## src/rtl/vga_pattern_engine_if.sv

```systemverilog
// Video output bundle of the pattern engine: syncs, display enable, coordinates and colour.
interface vga_pattern_engine_if #(
  parameter int unsigned X_W     = 10,
  parameter int unsigned Y_W     = 10,
  parameter int unsigned COLOR_W = 4
);
  logic               h_sync;
  logic               v_sync;
  logic               DE;
  logic [X_W-1:0]     pixel_x;
  logic [Y_W-1:0]     pixel_y;
  logic [COLOR_W-1:0] r_port;
  logic [COLOR_W-1:0] g_port;
  logic [COLOR_W-1:0] b_port;
  logic               frame_start;

  modport master (
    output h_sync, v_sync, DE, pixel_x, pixel_y, r_port, g_port, b_port, frame_start
  );

  modport slave (
    input  h_sync, v_sync, DE, pixel_x, pixel_y, r_port, g_port, b_port, frame_start
  );
endinterface

```

## src/rtl/vga_pattern_engine.sv

```systemverilog
// VGA timing generator with four test patterns; every output comes straight from a flop
// and lags the raster counters by exactly one pixel enable.
module vga_pattern_engine #(
  parameter int unsigned H_ACTIVE   = 640,
  parameter int unsigned H_FP       = 16,
  parameter int unsigned H_SYNC     = 96,
  parameter int unsigned H_BP       = 48,
  parameter int unsigned V_ACTIVE   = 480,
  parameter int unsigned V_FP       = 10,
  parameter int unsigned V_SYNC     = 2,
  parameter int unsigned V_BP       = 33,
  parameter int unsigned COLOR_W    = 4,
  parameter int unsigned SYNC_POL   = 0,
  parameter int unsigned CHECK_LOG2 = 5
) (
  input  logic               clk,
  input  logic               reset,
  input  logic               pix_en,
  input  logic [1:0]         mode,
  input  logic [COLOR_W-1:0] r_sw,
  input  logic [COLOR_W-1:0] g_sw,
  input  logic [COLOR_W-1:0] b_sw,
  vga_pattern_engine_if.master vid
);

  localparam int unsigned H_TOTAL  = H_ACTIVE + H_FP + H_SYNC + H_BP;
  localparam int unsigned V_TOTAL  = V_ACTIVE + V_FP + V_SYNC + V_BP;
  localparam int unsigned X_W      = $clog2(H_TOTAL);
  localparam int unsigned Y_W      = $clog2(V_TOTAL);
  localparam int unsigned HS_START = H_ACTIVE + H_FP;
  localparam int unsigned VS_START = V_ACTIVE + V_FP;
  localparam int unsigned BAR_W    = H_ACTIVE / 8;
  localparam logic        SYNC_IDLE = (SYNC_POL == 0);

  localparam logic [1:0] MODE_SOLID = 2'd0;
  localparam logic [1:0] MODE_BARS  = 2'd1;
  localparam logic [1:0] MODE_CHECK = 2'd2;

  logic [X_W-1:0]     h_cnt;
  logic [Y_W-1:0]     v_cnt;
  logic [7:0]         frame_cnt;
  logic [1:0]         mode_q;

  logic               at_origin;
  logic [1:0]         mode_sel;
  logic [31:0]        h32;
  logic [31:0]        v32;
  logic               raw_de;
  logic               raw_hs;
  logic               raw_vs;
  logic [2:0]         bar_k;
  logic [X_W-1:0]     grad_x;
  logic [COLOR_W-1:0] r_nxt;
  logic [COLOR_W-1:0] g_nxt;
  logic [COLOR_W-1:0] b_nxt;

  // Raster decode and pattern generation for the pixel the counters point at now.
  always_comb begin
    at_origin = (h_cnt == '0) && (v_cnt == '0);
    mode_sel  = at_origin ? mode : mode_q;
    h32       = 32'(h_cnt);
    v32       = 32'(v_cnt);
    raw_de    = (h32 < H_ACTIVE) && (v32 < V_ACTIVE);
    raw_hs    = (h32 >= HS_START) && (h32 < HS_START + H_SYNC);
    raw_vs    = (v32 >= VS_START) && (v32 < VS_START + V_SYNC);
    grad_x    = h_cnt + X_W'(frame_cnt);
    bar_k     = 3'd0;
    r_nxt     = '0;
    g_nxt     = '0;
    b_nxt     = '0;

    // Bar index by threshold count avoids a divider for non power-of-two bar widths.
    for (int unsigned i = 1; i < 8; i++) begin
      if (h32 >= i * BAR_W) bar_k = bar_k + 3'd1;
    end

    case (mode_sel)
      MODE_SOLID: begin
        r_nxt = r_sw;
        g_nxt = g_sw;
        b_nxt = b_sw;
      end
      MODE_BARS: begin
        r_nxt = bar_k[1] ? '0 : '1;
        g_nxt = bar_k[2] ? '0 : '1;
        b_nxt = bar_k[0] ? '0 : '1;
      end
      MODE_CHECK: begin
        if ((((h32 >> CHECK_LOG2) ^ (v32 >> CHECK_LOG2)) & 32'd1) == 32'd0) begin
          r_nxt = r_sw;
          g_nxt = g_sw;
          b_nxt = b_sw;
        end
      end
      default: begin
        r_nxt = COLOR_W'(32'(grad_x) >> 4);
        g_nxt = COLOR_W'(v32 >> 4);
        b_nxt = b_sw;
      end
    endcase

    if (!raw_de) begin
      r_nxt = '0;
      g_nxt = '0;
      b_nxt = '0;
    end
  end

  // Counters, frame bookkeeping and the registered video outputs.
  always_ff @(posedge clk) begin
    if (!reset) begin
      h_cnt           <= '0;
      v_cnt           <= '0;
      frame_cnt       <= '0;
      mode_q          <= '0;
      vid.h_sync      <= SYNC_IDLE;
      vid.v_sync      <= SYNC_IDLE;
      vid.DE          <= 1'b0;
      vid.pixel_x     <= '0;
      vid.pixel_y     <= '0;
      vid.r_port      <= '0;
      vid.g_port      <= '0;
      vid.b_port      <= '0;
      vid.frame_start <= 1'b0;
    end else begin
      // Pulse lasts one clk even when pix_en is a sparse strobe.
      vid.frame_start <= pix_en && at_origin;
      if (pix_en) begin
        if (h_cnt == X_W'(H_TOTAL - 1)) begin
          h_cnt <= '0;
          v_cnt <= (v_cnt == Y_W'(V_TOTAL - 1)) ? '0 : v_cnt + Y_W'(1);
        end else begin
          h_cnt <= h_cnt + X_W'(1);
        end
        if (at_origin) begin
          mode_q    <= mode;
          frame_cnt <= frame_cnt + 8'd1;
        end
        vid.h_sync  <= raw_hs ^ SYNC_IDLE;
        vid.v_sync  <= raw_vs ^ SYNC_IDLE;
        vid.DE      <= raw_de;
        vid.pixel_x <= h_cnt;
        vid.pixel_y <= v_cnt;
        vid.r_port  <= r_nxt;
        vid.g_port  <= g_nxt;
        vid.b_port  <= b_nxt;
      end
    end
  end

endmodule

```

## src/flat_wrapper.sv

```systemverilog
// flat-port wrapper written by rule: the top's interface ports become plain ports
module vga_pattern_engine_flat 
#(
  parameter int unsigned H_ACTIVE   = 640,
  parameter int unsigned H_FP       = 16,
  parameter int unsigned H_SYNC     = 96,
  parameter int unsigned H_BP       = 48,
  parameter int unsigned V_ACTIVE   = 480,
  parameter int unsigned V_FP       = 10,
  parameter int unsigned V_SYNC     = 2,
  parameter int unsigned V_BP       = 33,
  parameter int unsigned COLOR_W    = 4,
  parameter int unsigned SYNC_POL   = 0,
  parameter int unsigned CHECK_LOG2 = 5
)
  (clk, reset, pix_en, mode, r_sw, g_sw, b_sw, vid_h_sync, vid_v_sync, vid_DE, vid_pixel_x, vid_pixel_y, vid_r_port, vid_g_port, vid_b_port, vid_frame_start);
  vga_pattern_engine_if #(.X_W(10), .Y_W(10), .COLOR_W(COLOR_W)) vid_i ();
  input  logic clk;
  input  logic reset;
  input  logic pix_en;
  input  logic [1:0] mode;
  input  logic [COLOR_W-1:0] r_sw;
  input  logic [COLOR_W-1:0] g_sw;
  input  logic [COLOR_W-1:0] b_sw;
  output wire logic [$bits(vid_i.h_sync)-1:0] vid_h_sync;
  output wire logic [$bits(vid_i.v_sync)-1:0] vid_v_sync;
  output wire logic [$bits(vid_i.DE)-1:0] vid_DE;
  output wire logic [$bits(vid_i.pixel_x)-1:0] vid_pixel_x;
  output wire logic [$bits(vid_i.pixel_y)-1:0] vid_pixel_y;
  output wire logic [$bits(vid_i.r_port)-1:0] vid_r_port;
  output wire logic [$bits(vid_i.g_port)-1:0] vid_g_port;
  output wire logic [$bits(vid_i.b_port)-1:0] vid_b_port;
  output wire logic [$bits(vid_i.frame_start)-1:0] vid_frame_start;
  assign vid_h_sync = vid_i.h_sync;
  assign vid_v_sync = vid_i.v_sync;
  assign vid_DE = vid_i.DE;
  assign vid_pixel_x = vid_i.pixel_x;
  assign vid_pixel_y = vid_i.pixel_y;
  assign vid_r_port = vid_i.r_port;
  assign vid_g_port = vid_i.g_port;
  assign vid_b_port = vid_i.b_port;
  assign vid_frame_start = vid_i.frame_start;
  vga_pattern_engine #(.H_ACTIVE(H_ACTIVE), .H_FP(H_FP), .H_SYNC(H_SYNC), .H_BP(H_BP), .V_ACTIVE(V_ACTIVE), .V_FP(V_FP), .V_SYNC(V_SYNC), .V_BP(V_BP), .COLOR_W(COLOR_W), .SYNC_POL(SYNC_POL), .CHECK_LOG2(CHECK_LOG2)) u_core (.clk(clk), .reset(reset), .pix_en(pix_en), .mode(mode), .r_sw(r_sw), .g_sw(g_sw), .b_sw(b_sw), .vid(vid_i));
endmodule
```

## config.mk

```make
export PLATFORM = sky130hd
export DESIGN_NAME = vga_pattern_engine_flat
export DESIGN_NICKNAME = d
export VERILOG_FILES = /design/src/rtl/vga_pattern_engine_if.sv /design/src/rtl/vga_pattern_engine.sv /design/src/flat_wrapper.sv
export SDC_FILE = /design/constraint.sdc
export NUM_CORES = 1
export LEC_CHECK = 0
export CAP_MARGIN = 20
export CORE_ASPECT_RATIO = 0.6
export CORE_MARGIN = 3
export CORE_UTILIZATION = 45
export CTS_BUF_LIST = sky130_fd_sc_hd__clkbuf_8
export DETAILED_ROUTE_END_ITERATION = 10
export HOLD_SLACK_MARGIN = 0.05
export PLACE_DENSITY = 0.71
export SLEW_MARGIN = 0
export SYNTH_ARGS = -nofsm -noshare
export SYNTH_HDL_FRONTEND = slang
export SYNTH_SLANG_ARGS = --single-unit
```

## constraint.sdc

```tcl
create_clock -name clk -period 4.1 [get_ports clk]
set_input_delay 0.615 -clock clk [delete_from_list [all_inputs] [get_ports clk]]
set_output_delay 0.615 -clock clk [all_outputs]
set_load 0.02 [all_outputs]
```

Word level (Yosys, flattened, before mapping)
Cells that the tools add are included.
- bits of input ports: 17
- flip-flop bits (word level): 66
- word-level logic and storage cells: 76
- output and inout bits: 36
- add/sub/neg operators: 10
- magnitude comparators: 13
- bitwise operators: 3
- multiplexer cells: 22
- reduce and logical (&&, ||, !) cells: 11
- equal/unequal tests: 4
- operator list (cell ; number):
    10-bit by 9-bit greater-or-equal comparator with 1-bit output (second input constant) ; 4
    4-bit two-way mux ; 9
    32-bit logical NOT ; 1
    4-bit one-hot mux with 3 select lines ; 2
    10-bit by 1-bit adder with 10-bit output (second input constant) ; 2
    10-bit == test (second input constant) ; 2
    10-bit greater-or-equal comparator (second input constant) ; 2
    10-bit by 8-bit greater-or-equal comparator with 1-bit output (second input constant) ; 2
    10-bit logical NOT ; 2
    10-bit < comparator (second input constant) ; 2
    10-bit by 9-bit < comparator with 1-bit output (second input constant) ; 2
    10-bit two-way mux ; 2
    3-bit two-way mux ; 6
    3-bit by 1-bit adder with 3-bit output (second input constant) ; 5
    10-bit by 7-bit greater-or-equal comparator with 1-bit output (second input constant) ; 1
    8-bit by 1-bit adder with 8-bit output (second input constant) ; 1
    8-bit adder ; 1
    4-bit one-hot mux with 2 select lines ; 1
    1-bit logical AND ; 5
    2-bit AND reduction ; 2
    1-bit by 1-bit adder with 2-bit output (second input constant) ; 1
    2-bit by 1-bit == test with 1-bit output (second input constant) ; 1
    2-bit == test (second input constant) ; 1
    2-bit logical NOT ; 1
    4 further kinds ; 5

Logic depth before layout (Yosys ltp)
Gate-level depths: netlist of run 1.
- depth in word-level cells: 17
- depth in mapped cells: 25
- mapped depth without buffers: 24

Least setup slack after synthesis of run 1
OpenSTA, ideal clock, no wires.
- path type: reg2reg
- start: register u_core.h_cnt[9]
- end: register u_core.vid.r_port[3]
- clock period less this slack: 3.937 ns
- slack: 0.163 ns
- path buffers: 1
- arrival time: 3.820 ns
- stages on the path, launching flop included: 20
- required time: 3.983 ns
- library setup time: 0.117 ns
- path through: dfxtp_1 -> clkbuf_1 -> nor3_1 -> and2_1 -> ha_1 -> xor2_1 -> ha_1 -> nor2_1 -> a21oi_1 -> ha_1 -> a21o_1 -> ha_1 -> nor2b_1 -> a31oi_1 -> nand2b_1 -> ha_1 -> inv_1 -> a31oi_1 -> o211ai_1 -> a32o_1
- word-level cells in the longest chain between the ends: 17
- elaborated cells between the ends (all ways): 31
- classes of those cells: add/sub: 6; order compare: 8; eq/ne: 2; mux: 11; reduce/logical: 4
- RTL lines (item ; line ; RTL):
    start, declared ; vga_pattern_engine.sv:39 ; logic [X_W-1:0] h_cnt;
    start signal, assigned ; vga_pattern_engine.sv:133 ; h_cnt <= h_cnt + X_W'(1);
    10-bit by 7-bit greater-or-equal comparator with 1-bit output ; vga_pattern_engine.sv:74 ; if (h32 >= i * BAR_W) bar_k = bar_k + 3'd1;
    1-bit two-way mux ; vga_pattern_engine.sv:74 ;
    1-bit by 1-bit adder with 2-bit output ; vga_pattern_engine.sv:74 ;
    3-bit two-way mux ; vga_pattern_engine.sv:74 ;
    3-bit by 1-bit adder with 3-bit output ; vga_pattern_engine.sv:74 ;
    3-bit two-way mux ; vga_pattern_engine.sv:74 ;
    3-bit by 1-bit adder with 3-bit output ; vga_pattern_engine.sv:74 ;
    3-bit two-way mux ; vga_pattern_engine.sv:74 ;
    3-bit by 1-bit adder with 3-bit output ; vga_pattern_engine.sv:74 ;
    3-bit two-way mux ; vga_pattern_engine.sv:74 ;
    3-bit by 1-bit adder with 3-bit output ; vga_pattern_engine.sv:74 ;
    3-bit two-way mux ; vga_pattern_engine.sv:74 ;
    3-bit by 1-bit adder with 3-bit output ; vga_pattern_engine.sv:74 ;
    3-bit two-way mux ; vga_pattern_engine.sv:74 ;
    4-bit two-way mux ; vga_pattern_engine.sv:84 ; r_nxt = bar_k[1] ? '0 : '1;
    4-bit one-hot mux with 3 select lines ; vga_pattern_engine.sv:77 ; case (mode_sel)
    4-bit two-way mux (*) ; vga_pattern_engine.sv:102 ; if (!raw_de) begin
    end signal, assigned ; vga_pattern_engine.sv:144 ; vid.r_port <= r_nxt;
    end, declared ; vga_pattern_engine_if.sv:18 ; output h_sync, v_sync, DE, pixel_x, pixel_y, r_port, g_port, b_port, frame_start
Mark *: on every way between the ends. The rest lies on a longest branch, timed or not.
A chain may end at the register's enable or synchronous reset.

Worst setup path after layout of run 1
- start: register u_core.h_cnt[6]
- end: register u_core.vid.g_port[0]
- word-level cells in the longest chain between the ends: 17
- elaborated cells between the ends (all ways): 31
- classes of those cells: add/sub: 6; order compare: 8; eq/ne: 2; mux: 11; reduce/logical: 4
- RTL lines (item ; line ; RTL):
    10-bit by 7-bit greater-or-equal comparator with 1-bit output ; vga_pattern_engine.sv:74 ;
    1-bit two-way mux ; vga_pattern_engine.sv:74 ;
    1-bit by 1-bit adder with 2-bit output ; vga_pattern_engine.sv:74 ;
    3-bit two-way mux ; vga_pattern_engine.sv:74 ;
    3-bit by 1-bit adder with 3-bit output ; vga_pattern_engine.sv:74 ;
    3-bit two-way mux ; vga_pattern_engine.sv:74 ;
    3-bit by 1-bit adder with 3-bit output ; vga_pattern_engine.sv:74 ;
    3-bit two-way mux ; vga_pattern_engine.sv:74 ;
    3-bit by 1-bit adder with 3-bit output ; vga_pattern_engine.sv:74 ;
    3-bit two-way mux ; vga_pattern_engine.sv:74 ;
    3-bit by 1-bit adder with 3-bit output ; vga_pattern_engine.sv:74 ;
    3-bit two-way mux ; vga_pattern_engine.sv:74 ;
    3-bit by 1-bit adder with 3-bit output ; vga_pattern_engine.sv:74 ;
    3-bit two-way mux ; vga_pattern_engine.sv:74 ;
    4-bit two-way mux ; vga_pattern_engine.sv:85 ; g_nxt = bar_k[2] ? '0 : '1;
    4-bit one-hot mux with 3 select lines ; vga_pattern_engine.sv:77 ;
    4-bit two-way mux (*) ; vga_pattern_engine.sv:102 ;
    end signal, assigned ; vga_pattern_engine.sv:145 ; vid.g_port <= g_nxt;
    end, declared ; vga_pattern_engine_if.sv:18 ;
Marked as above.

==> impl_metrics.yaml, run 1 <==
logic_synthesis:
  synth_common_cells: "nor2_1 (69), dfxtp_1 (66), mux2i_1 (28)"
  synth_top_family_by_area: "simple AND/OR/NAND/NOR gates"
  seq_area_frac_synth_pct: 36.4
  synth_edf_count: 0
  synth_mux_area_share_pct: 7.72
  synthArstFlopShare_pct: 0
  yosysWarnings: 0
  synth_cell_types: 56
  synth-simple-area-share_pct: 21.7
  syn_avg_cell_area_sq_um: 8.84
  synth_xor_area_share_pct: 8.72
  synth-compound-area-share_pct: 13.0
  ys.flop_type: "dfxtp_1"
  yosys.area.top_type: "dfxtp_1"
  syn_inst: 411
  syn-cell-area_sq_um: 3630
  synthTopCellsByArea: "dfxtp_1 (36%), mux2i_1 (7.7%), ha_1 (7.2%), nor2_1 (7.1%), xnor2_1 (3.9%)"
  synth_fa_ha_area_share_pct: 7.23
  synth_nets: 449
  yosys_register_bits: 66
  synth_top_area_share_pct: 36.4
  yosysMostFrequentCell: "nor2_1"
route:
  vias_per_cell: 5.48
  via_count: 3162
  first_pass_iters: 5
  wl_mm: 9.21
  drtIter0Drc: 305
  wl_per_cell_um: 16.0
  drc: 0
  ant_nets: 0
cells_and_area:
  seqCellArea_sq_um: 1330
  syn_to_final_growth_pct: 25.4
  n_antenna_cell: 0
  multiInputGateArea_sq_um: 2210
  drive_gt1_share_pct: 14.0
  nFillCells: 672
  layout.cells.non_filler: 577
  fin_area_sq_um: 4550
  nets: 507
timing:
  hold_viol_final: 0
  setup_viol: 0
  clock.fmax_ghz: 0.253
  drv_slew: 0
  clock_skew_ns: 0.00996
  holdWs_ns: 0.472
  worst_slack_ns: 0.148
  tightest_slew_ns: 0.776
  period_share_pct: 96.4
  slew_headroom_pct: 47.6
  layout_min_cycle_time_ns: 3.95
die:
  die_area_sq_um: 9220
  die_w_um: 122
  io_pins: 53
  row_count: 24
  die-height_um: 75.6
  core_area_sq_um: 7540
  initial_core_util_pct: 48.2
setup_path:
  worstPathMaxFanout: 4
  path_cells: "or2_4 -> nand2_2 -> nand2_2 -> inv_2 -> ha_2 -> a21oi_1 -> a31oi_2 -> inv_1 -> ha_4 -> nor2_4 -> a21oi_2 -> ha_1 -> a21o_1 -> ha_1 -> nor2b_4 -> a31oi_2 -> nand2b_1 -> ha_2 -> nand2_1 -> nor2_2 -> xnor3_1 -> xnor2_2 -> nand2_2 -> a21oi_2"
  crit_buf_inv: 2
  critPathTopFamily: "adder cells"
  critPathCaptureType: "flop"
  slowest_stage: "dfxtp_2"
  start_kind: "flop"
  max_stage_delay_ns: 0.35
  criticalPathCategory: "reg -> reg"
  critPathMostFrequentCell: "nand2_2"
  worstPathRequired_ns: 4.40
  critPathArrivalTime_ns: 4.25
clock_tree:
  htree_levels: 3
  cts_buffers: 9
  cts_buffer_depth: 2
  root_buffer: "clkbuf_8"
  clk_latency_ns: 0.37
  clkTransAtPathRegs_ns: 0.07
  numClockSinks: 66
  cts_tree: "done"
place:
  numPortBuffers: 52
  post-place-cells: 558
  place.gp.congestion: 0.918
  place_ws_ns: -0.0101
  post_dp_cell_area_sq_um: 4250
  post-dp-hpwl_mm: 6.69
global_routing:
  grt_pass1_vias: 2841
  grt_usage_pct: 20.7
  grt_start_max_net_pins: 41
  grt_pass1_wl_mm: 14.5
  grt_antenna_before_repair: 0
  grt_overflow_total: 0
job:
  maxCapViolCount: 0
status:
  outcome: "finished, final reports clean"
power_and_ir_drop:
  power_mw: 1.39
  p_per_area_nw_per_um2: 305
  vdd_drop_max_uv: 207
  leakagePower_nw: 1.90
worst_hold_path:
  min_path_type: "reg -> reg"
==> layout make-up <==
| type | count | share of cell area [%] |
|---|---|---|
| clock inverters | 4 | 0.440 |
| well taps | 104 | 2.86 |
| multi-input cells | 306 | 48.6 |
| repair buffers | 68 | 14.1 |
| inverters | 18 | 1.48 |
| clock buffers | 11 | 3.33 |
| flip-flops and latches | 66 | 29.2 |
==> final timing paths <==
check / from / to / slack (ns) / depth (start not counted)
hold reg to reg: u_core.vid.DE / u_core.vid.DE / 0.47 / 2
setup reg to reg: u_core.h_cnt[6] / u_core.vid.g_port[0] / 0.15 / 24
hold / removal: u_core.vid.DE / u_core.vid.DE / 0.47 / 2
setup / recovery: u_core.h_cnt[6] / u_core.vid.g_port[0] / 0.15 / 24
==> state kept, by name (all words and copies together) (netlist names), 4 cells and up <==
name,flops
u_core.frame_cnt,8
u_core.h_cnt,10
u_core.v_cnt,10
u_core.vid.b_port,4
u_core.vid.g_port,4
u_core.vid.pixel_x,10
u_core.vid.pixel_y,10
u_core.vid.r_port,4
==> per-stage QoR <==
stage | setup TNS, ns | util [%]
after global routing | -0.210 | 60.4
after CTS | 0 | 58.7
after detailed placement | -0.0101 | 56.4
after global placement | 0 | 56.4
final | 0 | 60.4
after floorplan | 0 | -
==> cells by family (layout without fill, tap and decap cells) <==
group,count (synthesis),in the layout
mux,28,28
simple gates,157,157
compound gates,67,67
fa+ha+maj,21,21
flops,66,66
buf+inv,39,101
xor+xnor,33,33
==> placed cells by master (no fill, tap or decap), drive strengths merged, types with 13 or more instances in the layout <==
cell type       n
nor2           70
dfxtp          66
clkdlybuf4s50  52
mux2i          28
nand2          27
a21oi          22
ha             21
inv            19
buf            16
xnor2          16
xor2           15
nand3          13
==> report_power, final <==
group | internal, mW | total, mW | switching [mW]
clock | 0.243 | 0.492 | 0.248
sequential | 0.664 | 0.684 | 0.0199
combinational | 0.0963 | 0.212 | 0.115
total | 1.00 | 1.39 | 0.383
==> layer usage <==
layer | GRT usage (%) | routed length, um | up-vias
met5 | 0 | 0 | -
met4 | 5.22 | 132 | 0
met2 | 29.2 | 3840 | 101
met1 | 29.4 | 4580 | 1492
met3 | 8.23 | 657 | 14
li1 | - | - | 1555
==> timing repair <==
item | 4_1_cts | 5_1_grt
resized for setup | 1 | 27
endpoints found under the hold margin | 0 | 0
hold buffers | 0 | 0
cloned | 0 | 0
setup endpoints to repair | 1 | 8
buffers inserted | 0 | 4
pin swaps | 0 | 8
==> worst min-delay path: stages (launching register included) <==
cell,delay (ns)
dfxtp_1,0.31
nand2_1,0.06
a21oi_1,0.06
Note: power is estimated with default switching activity, not from simulation.
==> inputs of run 2 (changes only) <==
--- a/config.mk
+++ b/config.mk
@@ -7,12 +7,12 @@
 export LEC_CHECK = 0
 export CAP_MARGIN = 20
 export CORE_ASPECT_RATIO = 0.6
-export CORE_MARGIN = 3
+export CORE_MARGIN = 4
 export CORE_UTILIZATION = 45
 export CTS_BUF_LIST = sky130_fd_sc_hd__clkbuf_8
 export DETAILED_ROUTE_END_ITERATION = 10
 export HOLD_SLACK_MARGIN = 0.05
-export PLACE_DENSITY = 0.71
+export PLACE_DENSITY = 0.79
 export SLEW_MARGIN = 0
 export SYNTH_ARGS = -nofsm -noshare
 export SYNTH_HDL_FRONTEND = slang
==> constraint.sdc (replaced) <==
create_clock -name clk -period 3.85 [get_ports clk]
set_input_delay 0.5775 -clock clk [delete_from_list [all_inputs] [get_ports clk]]
set_output_delay 0.5775 -clock clk [all_outputs]
set_load 0.02 [all_outputs]
==> impl_metrics.yaml, run 2 (synthesized netlist as in run 1, its figures left out) <==
setup_path:
  r2r_setup_slack_ns: -0.11
  regToRegStartpoint: "u_core.h_cnt[6]"
  rr_endpoint: "u_core.vid.g_port[1]"
  reg2reg_depth: 21
  critPathArrivalTime_ns: 4.25
  start_kind: "flop"
  worstPathMaxFanout: 6
  critPathCaptureType: "flop"
  criticalPathCategory: "reg -> reg"
  worstPathRequired_ns: 4.14
timing:
  setup_viol: 8
  layout_min_cycle_time_ns: 3.96
  tightest_slew_ns: 0.789
  slew_headroom_pct: 47.2
  drv_slew: 0
  period_share_pct: 103
  hold_viol_final: 0
  rsz0062_at_grt: "yes"
  worst_slack_ns: -0.107
  fin_setup_tns_ns: -0.513
  clock_skew_ns: 0.0120
  clock.fmax_ghz: 0.253
clock_tree:
  clk_latency_ns: 0.36
  cts_buffers: 9
  cts_tree: "done"
  cts_buffer_depth: 2
  htree_levels: 3
  numClockSinks: 66
  root_buffer: "clkbuf_8"
  clkTransAtPathRegs_ns: 0.08
place:
  place.gp.congestion: 0.931
  post_dp_cell_area_sq_um: 4310
  place_ws_ns: -0.0914
  post-dp-hpwl_mm: 6.80
  numPortBuffers: 52
cells_and_area:
  n_antenna_cell: 0
  nets: 520
  fin_area_sq_um: 4740
  seqCellArea_sq_um: 1330
  nFillCells: 675
  multiInputGateArea_sq_um: 2230
  most-common-layout-cells: "nor2_1 (68), dfxtp_1 (62), clkdlybuf4s50_1 (52), buf_4 (29), mux2i_1 (28)"
  utilization_pct: 60.3
  drive_gt1_share_pct: 17.2
  syn_to_final_growth_pct: 30.4
  mostFrequentLayoutCell: "nor2_1"
power_and_ir_drop:
  leakagePower_nw: 1.99
  p_per_area_nw_per_um2: 350
  vdd_drop_max_uv: 192
status:
  violations: "setup timing"
  outcome: "finished with violations"
route:
  ant_nets: 0
  vias_per_cell: 5.44
  wl_per_cell_um: 15.8
  via_count: 3239
  drtIter0Drc: 205
  wl_mm: 9.41
  first_pass_iters: 4
  drc: 0
global_routing:
  grt_pass1_vias: 3142
  grt_overflow_total: 0
  grt_start_max_net_pins: 41
  grt_antenna_before_repair: 0
  grt_usage_pct: 20.4
  grt_pass1_wl_mm: 15.4
worst_hold_path:
  hold_start: "u_core.vid.DE"
  min_path_type: "reg -> reg"
  hold_end: "u_core.vid.DE"
  whs_path_depth: 2
die:
  die_area_sq_um: 9620
  core_area_sq_um: 7850
  die-height_um: 77.6
  io_pins: 53
  die_w_um: 124
  initial_core_util_pct: 46.3
  row_count: 25
job:
  maxCapViolCount: 0
## run 2: cell types whose count changed in the layout (fill, tap and decap cells not counted), sizes merged
cell / change
buf: +13
bufinv: +2
clkbuf: +1
inv: -2
## run 2: stage by stage
stage | hold slack, ns | power [mW] | cells
after detailed placement | 0.464 | 0.970 | 569
after floorplan | 0.460 | 0.882 | 411
final | 0.483 | 1.66 | 595
after global routing | 0.490 | 1.72 | 595
after global placement | 0.465 | 0.962 | 569
after CTS | 0.484 | 1.66 | 594
## run 2: repair_timing
item,CTS,global route
setup endpoints to repair,8,8
resized for setup,4,24
pin swaps,3,14
setup buffers,9,2
hold buffers,0,0
## run 2: report_power, final
group | internal [mW] | total [mW] | switching [mW]
Sequential | 0.707 | 0.729 | 0.0217
Combinational | 0.105 | 0.234 | 0.130
Clock | 0.417 | 0.694 | 0.277
## run 2: worst max-delay path, stage by stage (launching register included)
cell	delay, ns
dfxtp_2	0.35
buf_4	0.11
buf_4	0.14
nand4_1	0.24
a31oi_2	0.34
inv_2	0.08
ha_4	0.25
nor2_4	0.12
a21oi_2	0.05
ha_1	0.32
a21o_1	0.16
ha_1	0.26
nor2b_1	0.13
a31oi_1	0.25
nand2b_1	0.10
ha_2	0.17
nand2_1	0.05
nor2_1	0.04
xnor3_1	0.24
xnor2_2	0.19
nand2_2	0.13
a21oi_2	0.17
## run 2: how the worst max path moves through the flow
stage,start,endpoint,slack (ns)
after global routing,u_core.h_cnt[5],u_core.vid.g_port[1],-0.29
final,u_core.h_cnt[6],u_core.vid.g_port[1],-0.11
after CTS,u_core.h_cnt[6],u_core.vid.g_port[2],0.002
after global placement,u_core.h_cnt[5],u_core.vid.r_port[3],0.09
after detailed placement,u_core.h_cnt[5],u_core.vid.r_port[3],-0.09
after floorplan,u_core.h_cnt[6],u_core.vid.r_port[3],0.03
## run 2: final cells by class
class                           instances  share of cell area (%)
Sequential cell                        66                    28.0
Tap cell                              108                    2.85
Clock buffer                           12                    3.49
Multi-Input combinational cell        306                    47.1
Clock inverter                          4                    1.53
Timing Repair Buffer                   81                    15.6
Inverter                               18                    1.43
## run 2: metal layers
layer | up-vias | wire (um) | track usage [%]
met5 | - | 0 | 0
met4 | 0 | 109 | 7.43
met3 | 11 | 632 | 5.83
met2 | 89 | 4180 | 29.3
met1 | 1557 | 4480 | 28.8
li1 | 1582 | - | -
